$ cat src/rtl/multi_mode_timing.sv
// Two-mode raster timing generator: h/v counters with sync, blank and scaled pixel
// coordinates; a requested mode switch takes effect only at the frame wrap.
module multi_mode_timing #(
    parameter int CW      = 12,
    parameter int H_ACT0  = 640,
    parameter int H_FP0   = 16,
    parameter int H_SYNC0 = 96,
    parameter int H_BP0   = 48,
    parameter int H_ACT1  = 320,
    parameter int H_FP1   = 8,
    parameter int H_SYNC1 = 48,
    parameter int H_BP1   = 24,
    parameter int V_ACT0  = 480,
    parameter int V_FP0   = 10,
    parameter int V_SYNC0 = 2,
    parameter int V_BP0   = 33,
    parameter int V_ACT1  = 240,
    parameter int V_FP1   = 3,
    parameter int V_SYNC1 = 3,
    parameter int V_BP1   = 16,
    parameter bit HS_POL0 = 1'b0,
    parameter bit HS_POL1 = 1'b0,
    parameter bit VS_POL0 = 1'b0,
    parameter bit VS_POL1 = 1'b0,
    parameter int SHIFT0  = 1,
    parameter int SHIFT1  = 0
) (
    input  logic          clk,
    input  logic          nreset,
    input  logic          clkEn,
    input  logic          modeSel,
    output logic          modeActive,
    output logic [CW-1:0] h_count,
    output logic [CW-1:0] v_count,
    output logic          hsync,
    output logic          vsync,
    output logic          csync,
    output logic          blank,
    output logic [CW-1:0] px_x,
    output logic [CW-1:0] px_y,
    output logic          lineStart,
    output logic          frameDrawn
);

    localparam int H_TOT0 = H_ACT0 + H_FP0 + H_SYNC0 + H_BP0;
    localparam int H_TOT1 = H_ACT1 + H_FP1 + H_SYNC1 + H_BP1;
    localparam int V_TOT0 = V_ACT0 + V_FP0 + V_SYNC0 + V_BP0;
    localparam int V_TOT1 = V_ACT1 + V_FP1 + V_SYNC1 + V_BP1;

    if (H_ACT0 < 1 || H_SYNC0 < 1 || H_ACT1 < 1 || H_SYNC1 < 1 ||
        V_ACT0 < 1 || V_SYNC0 < 1 || V_ACT1 < 1 || V_SYNC1 < 1 ||
        H_FP0 < 0 || H_BP0 < 0 || H_FP1 < 0 || H_BP1 < 0 ||
        V_FP0 < 0 || V_BP0 < 0 || V_FP1 < 0 || V_BP1 < 0 ||
        H_TOT0 >= (1 << CW) || H_TOT1 >= (1 << CW) ||
        V_TOT0 >= (1 << CW) || V_TOT1 >= (1 << CW) ||
        SHIFT0 < 0 || SHIFT0 > 2 || SHIFT1 < 0 || SHIFT1 > 2) begin : g_bad_params
        $fatal(1, "multi_mode_timing: invalid timing parameters");
    end

    localparam logic [CW-1:0] H_LAST0 = CW'(H_TOT0 - 1);
    localparam logic [CW-1:0] H_LAST1 = CW'(H_TOT1 - 1);
    localparam logic [CW-1:0] V_LAST0 = CW'(V_TOT0 - 1);
    localparam logic [CW-1:0] V_LAST1 = CW'(V_TOT1 - 1);
    localparam logic [CW-1:0] H_SS0   = CW'(H_ACT0 + H_FP0);
    localparam logic [CW-1:0] H_SS1   = CW'(H_ACT1 + H_FP1);
    localparam logic [CW-1:0] H_SE0   = CW'(H_ACT0 + H_FP0 + H_SYNC0);
    localparam logic [CW-1:0] H_SE1   = CW'(H_ACT1 + H_FP1 + H_SYNC1);
    localparam logic [CW-1:0] V_SS0   = CW'(V_ACT0 + V_FP0);
    localparam logic [CW-1:0] V_SS1   = CW'(V_ACT1 + V_FP1);
    localparam logic [CW-1:0] V_SE0   = CW'(V_ACT0 + V_FP0 + V_SYNC0);
    localparam logic [CW-1:0] V_SE1   = CW'(V_ACT1 + V_FP1 + V_SYNC1);

    logic          mode_n;
    logic [CW-1:0] h_n, v_n;
    logic [CW-1:0] h_last_c, v_last_c;
    logic [CW-1:0] h_act_n, h_ss_n, h_se_n, v_act_n, v_ss_n, v_se_n;
    logic          hs_pol_n, vs_pol_n;
    logic [1:0]    shift_n;
    logic          hs_act, vs_act, blank_n;

    // Wrap limits come from the mode in effect; >= keeps counters bounded even from a corrupt state.
    always_comb begin
        h_last_c = modeActive ? H_LAST1 : H_LAST0;
        v_last_c = modeActive ? V_LAST1 : V_LAST0;
        mode_n   = modeActive;
        h_n      = h_count;
        v_n      = v_count;
        if (h_count >= h_last_c) begin
            h_n = '0;
            if (v_count >= v_last_c) begin
                v_n    = '0;
                mode_n = modeSel;
            end else begin
                v_n = v_count + CW'(1);
            end
        end else begin
            h_n = h_count + CW'(1);
        end
    end

    // Decode from the next position in the next mode so registered outputs align with the counters.
    always_comb begin
        h_act_n  = mode_n ? CW'(H_ACT1) : CW'(H_ACT0);
        h_ss_n   = mode_n ? H_SS1 : H_SS0;
        h_se_n   = mode_n ? H_SE1 : H_SE0;
        v_act_n  = mode_n ? CW'(V_ACT1) : CW'(V_ACT0);
        v_ss_n   = mode_n ? V_SS1 : V_SS0;
        v_se_n   = mode_n ? V_SE1 : V_SE0;
        hs_pol_n = mode_n ? HS_POL1 : HS_POL0;
        vs_pol_n = mode_n ? VS_POL1 : VS_POL0;
        shift_n  = mode_n ? 2'(SHIFT1) : 2'(SHIFT0);
        hs_act   = (h_n >= h_ss_n) && (h_n < h_se_n);
        vs_act   = (v_n >= v_ss_n) && (v_n < v_se_n);
        blank_n  = (h_n >= h_act_n) || (v_n >= v_act_n);
    end

    always_ff @(posedge clk or negedge nreset) begin
        if (!nreset) begin
            modeActive <= 1'b0;
            h_count    <= H_LAST0;
            v_count    <= V_LAST0;
            hsync      <= ~HS_POL0;
            vsync      <= ~VS_POL0;
            csync      <= 1'b1;
            blank      <= 1'b1;
            px_x       <= '0;
            px_y       <= '0;
            lineStart  <= 1'b0;
            frameDrawn <= 1'b0;
        end else begin
            lineStart  <= 1'b0;
            frameDrawn <= 1'b0;
            if (clkEn) begin
                modeActive <= mode_n;
                h_count    <= h_n;
                v_count    <= v_n;
                hsync      <= hs_act ? hs_pol_n : ~hs_pol_n;
                vsync      <= vs_act ? vs_pol_n : ~vs_pol_n;
                csync      <= ~(hs_act ^ vs_act);
                blank      <= blank_n;
                px_x       <= blank_n ? '0 : (h_n >> shift_n);
                px_y       <= blank_n ? '0 : (v_n >> shift_n);
                lineStart  <= (h_n == '0);
                frameDrawn <= (h_n == '0) && (v_n == v_act_n);
            end
        end
    end

endmodule

$ cat config.mk
export PLATFORM = sky130hd
export DESIGN_NAME = multi_mode_timing
export DESIGN_NICKNAME = d
export VERILOG_FILES = /design/src/rtl/multi_mode_timing.sv
export SDC_FILE = /design/constraint.sdc
export NUM_CORES = 1
export LEC_CHECK = 0
export BUFFER_PORTS_ARGS = -buffer_cell sky130_fd_sc_hd__buf_2
export CAP_MARGIN = 30
export CORE_ASPECT_RATIO = 0.9
export CORE_UTILIZATION = 45
export DETAILED_ROUTE_END_ITERATION = 10
export PLACE_DENSITY = 0.66
export SLEW_MARGIN = 10
export SYNTH_ARGS = -nofsm -noshare
export SYNTH_HDL_FRONTEND = slang
export SYNTH_SLANG_ARGS = --single-unit
$ cat constraint.sdc
create_clock -name clk -period 10 [get_ports clk]
set_input_delay 2 -clock clk [delete_from_list [all_inputs] [get_ports clk]]
set_output_delay 2 -clock clk [all_outputs]
set_load 0.02 [all_outputs]
==> impl_summary.log <==
INFO  metric detailed_place.area = 3814 um^2
INFO  metric cellLeakagePower = 1.839 nW
INFO  metric antenna_found_initial = 0
INFO  metric timing.final.hold_violations = 0
INFO  metric fmaxAchievable = 196.3 MHz
INFO  metric first_iter_violations = 238
INFO  metric worst_skew_pair.late_latency = 0.32 ns
INFO  metric grt.total_usage = 23.86%
INFO  metric flop2flop_setup_slack = 4.91 ns
INFO  metric run_status = finished clean
INFO  metric routed_via_density = 6.010
INFO  metric synth_edf_count = 0
INFO  metric cts-hold-fix-buffers = 0
INFO  metric timing.critical_path.to_type = register
INFO  metric post-route-min-period = 5.094 ns
INFO  metric synth-async-reset-ratio = 100.0%
INFO  metric synth_top_area_share = 29.66%
INFO  metric setup_fix_buffers_added_after_clock_tree_synthesis = 0
INFO  metric yosys.cell_types.count = 56
INFO  metric cts_root_buffer = clkbuf_8
INFO  metric worst_ep_required_time = 10.23 ns
INFO  metric clock_network_power_share = 15.4%
INFO  metric grt_start_max_net_pins = 71
INFO  metric worstHoldPathType = register to register
INFO  metric finalInstanceArea = 3950 um^2
INFO  metric mean_instance_size_in_the_synthesized_netlist = 9.080 um^2
INFO  metric first_pass_iters = 5
INFO  metric crit_type = register to register
INFO  metric total_power = 1.059 mW
INFO  metric final_net_count = 457
INFO  metric htreeDepth = 2
INFO  metric drtAntennaViolNets = 0
INFO  metric first_global_vias = 2869
INFO  metric dieHeight = 85.18 um
INFO  metric path_cells = inv_1 -> ha_1 -> nor4_1 -> o211ai_1 -> and2_1 -> buf_8 -> and3_1 -> nor2_1 -> clkinv_1 -> ha_1 -> nor2b_1 -> o21ai_0 -> nand2b_1 -> a211oi_1 -> and4_1 -> o21ai_1 -> buf_4 -> o32ai_1
INFO  metric floorplan.initialDensity = 47.67%
INFO  metric totalNegativeSetupSlack = 0 ns
INFO  metric timing.final.crit_share = 50.94%
INFO  metric final-setup-viol-count = 0
INFO  metric synth.largest_area_cell = dfrtp_1
INFO  metric dr_wl_cell = 17.39 um
INFO  metric antennaDiodeCount = 0
INFO  metric timing.critical_path.slowest_cell_delay = 0.64 ns
INFO  metric synth_seq_area_share = 40.29%
INFO  metric global_route_wire_length_before_repair = 14990 um
INFO  metric place_ws = 4.587 ns
INFO  metric p_per_area = 268.1 nW/um^2
INFO  metric peak_fanout_along_the_critical_path = 26
INFO  metric placement.io_buffers = 58
INFO  metric std_cell_rows = 29
INFO  metric cts_resized = 0
INFO  metric max_slew_margin = 51.64%
INFO  metric postRouteWirelength = 9148 um
INFO  metric fp.dieArea = 8043 um^2
INFO  metric residual_overflow_from_global_routing = 0
INFO  metric die_x = 94.43 um
INFO  metric maxCapViolations = 0
INFO  metric synth_nets = 406
INFO  metric finalClockSkew = 0.009304 ns
INFO  metric p_sw = 0.4959 mW
INFO  metric final_layout_size_suffix_gt1_share = 24.48%
INFO  metric place_congestion = 0.8395
INFO  metric netlist_top_cells_area = dfrtp_1, dfstp_2, ha_1
INFO  metric place_hpwl = 6277 um
INFO  metric route.vias.total = 3161
INFO  metric numCtsBuffers = 5
INFO  metric arrival = 5.32 ns
INFO  metric grt_setup_unrepaired = no
INFO  metric postLayoutSetupSlackWorst = 4.906 ns
INFO  metric postSynthRegisterBits = 55
INFO  metric worst_pin_slew = 0.7254 ns
INFO  metric pin_count = 59
INFO  metric syn-instance-count = 381
INFO  metric timing_max_transition_violations_final = 0
INFO  metric yosys_warnings = 0
INFO  metric switching_share = 46.82%
INFO  metric synth_cell_area = 3460 um^2
INFO  metric power.share.combinational = 51.7%
INFO  metric power.internal = 0.5632 mW
INFO  metric area_growth_syn_to_layout = 14.18%
INFO  metric remaining_drc_errors = 0
INFO  metric tritoncts_clock_tree = done
INFO  metric critical-path-top-cell-by-count = ha_1
INFO  metric cts.clk_slew.worst_paths = 0.11 ns
INFO  metric power.sequential.fraction = 32.9%
INFO  metric clockBufferDepth = 2
INFO  metric slowest_stage = dfrtp_1
INFO  metric crit_path_start_kind = register
INFO  metric cts_sinks = 55
INFO  metric num-fill-cells = 679
INFO  metric synth_ff_type = dfrtp_1
INFO  metric core-area = 7257 um^2
INFO  metric ir_worst_vdd = 142.5 uV
==> registers in the layout, indices dropped and copies added (netlist names) <==
register,flops
h_count,12
px_x,12
px_y,12
v_count,12
blank,1
csync,1
frameDrawn,1
hsync,1
lineStart,1
modeActive,1
vsync,1
==> critical path: cells and delay by family (launching register included) <==
family | cells | cell delay [ns]
buffers and inverters | 4 | 1.14
flip-flops | 1 | 0.64
adder cells (fa/ha/maj) | 2 | 0.77
AND/OR/NAND/NOR | 7 | 1.42
AO/OA/AOI/OAI | 5 | 1.00
==> cell families after synthesis <==
kind of cell    count (synthesis)  synth area share (%)
mux                            15                 4.774
simple gates                  121                 17.87
buf+inv                        57                 6.618
fa+ha+maj                      21                 7.595
xor+xnor                        6                 1.519
compound gates                106                 21.34
flops                          55                 40.29
==> routing by layer <==
metal	track usage (%)	part of all wire, %	vias to the layer above
li1	-	-	1484
met1	37.89	49	1547
met2	33.93	43	116
met3	3.674	6.5	14
met4	4.895	0.97	0
met5	0	0	-
==> final cells by class <==
cell class | instances | area, um^2 | share of cell area (%)
Multi-Input combinational cell | 269 | 1837 | 46.50
Clock buffer | 6 | 82.58 | 2.091
Inverter | 37 | 138.9 | 3.516
Tap cell | 93 | 116.4 | 2.946
Timing Repair Buffer | 64 | 342.8 | 8.679
Sequential cell | 55 | 1394 | 35.29
Clock inverter | 2 | 38.79 | 0.9819
==> Yosys cell counts, types with 3 or more instances <==
| master | number |
|---|---|
| nand4_1 | 4 |
| nor3_1 | 10 |
| and4_1 | 3 |
| mux2_2 | 12 |
| xor2_1 | 5 |
| mux2i_1 | 3 |
| inv_1 | 36 |
| nor2b_1 | 8 |
| o32ai_1 | 5 |
| or3_1 | 3 |
| nor2_1 | 35 |
| nand2_1 | 21 |
| a2111o_1 | 4 |
| nor4_1 | 3 |
| dfstp_2 | 14 |
| a31oi_1 | 7 |
| o21ai_0 | 19 |
| ha_1 | 21 |
| buf_2 | 6 |
| o21a_1 | 3 |
| o22ai_1 | 15 |
| nand3_1 | 16 |
| dfrtp_1 | 41 |
| and2_1 | 3 |
| and3_1 | 5 |
| o211ai_1 | 4 |
| o31ai_1 | 3 |
| clkbuf_1 | 12 |
| a21oi_1 | 25 |
==> metrics by stage <==
step	utilization (%)	hold slack [ns]	instances
final	54.43	0.4959	526
after global routing	54.43	0.5053	526
after CTS	54.22	0.4977	525
after detailed placement	52.55	0.4778	517
after global placement	52.55	0.4767	517
after floorplan	-	0.5165	381
==> cells in the final DEF (no fill, tap or decap), drive strengths merged, types with 4 or more instances in the layout <==
cell / n
dfrtp: 41
o211ai: 4
nand4: 5
clkbuf: 6
mux2: 12
o32ai: 5
o22ai: 15
buf: 64
inv: 37
nor2: 35
ha: 21
nor3: 10
nor4: 4
a21oi: 25
a2111o: 4
nor2b: 8
o21ai: 21
xor2: 5
a31oi: 7
and3: 5
nand3: 16
dfstp: 14
nand2: 22
o31ai: 5
==> final timing paths <==
path	start	to	cells past startpoint
hold reg to reg	vsync	vsync	2
setup / recovery	modeActive	px_y[5]	18
max in group asynchronous	nreset	v_count[10]	2
hold / removal	vsync	vsync	2
setup reg to reg	modeActive	px_y[5]	18
min in group asynchronous	nreset	px_y[7]	2
==> power groups by stage <==
stage	clock (mW)	combinational [mW]	sequential, mW
floorplan	0	0.341	0.392
global placement	0	0.526	0.350
detailed placement	0	0.539	0.352
CTS	0.167	0.541	0.347
global route	0.177	0.600	0.359
finish	0.163	0.548	0.349
Power figures use the tool's default switching activity.
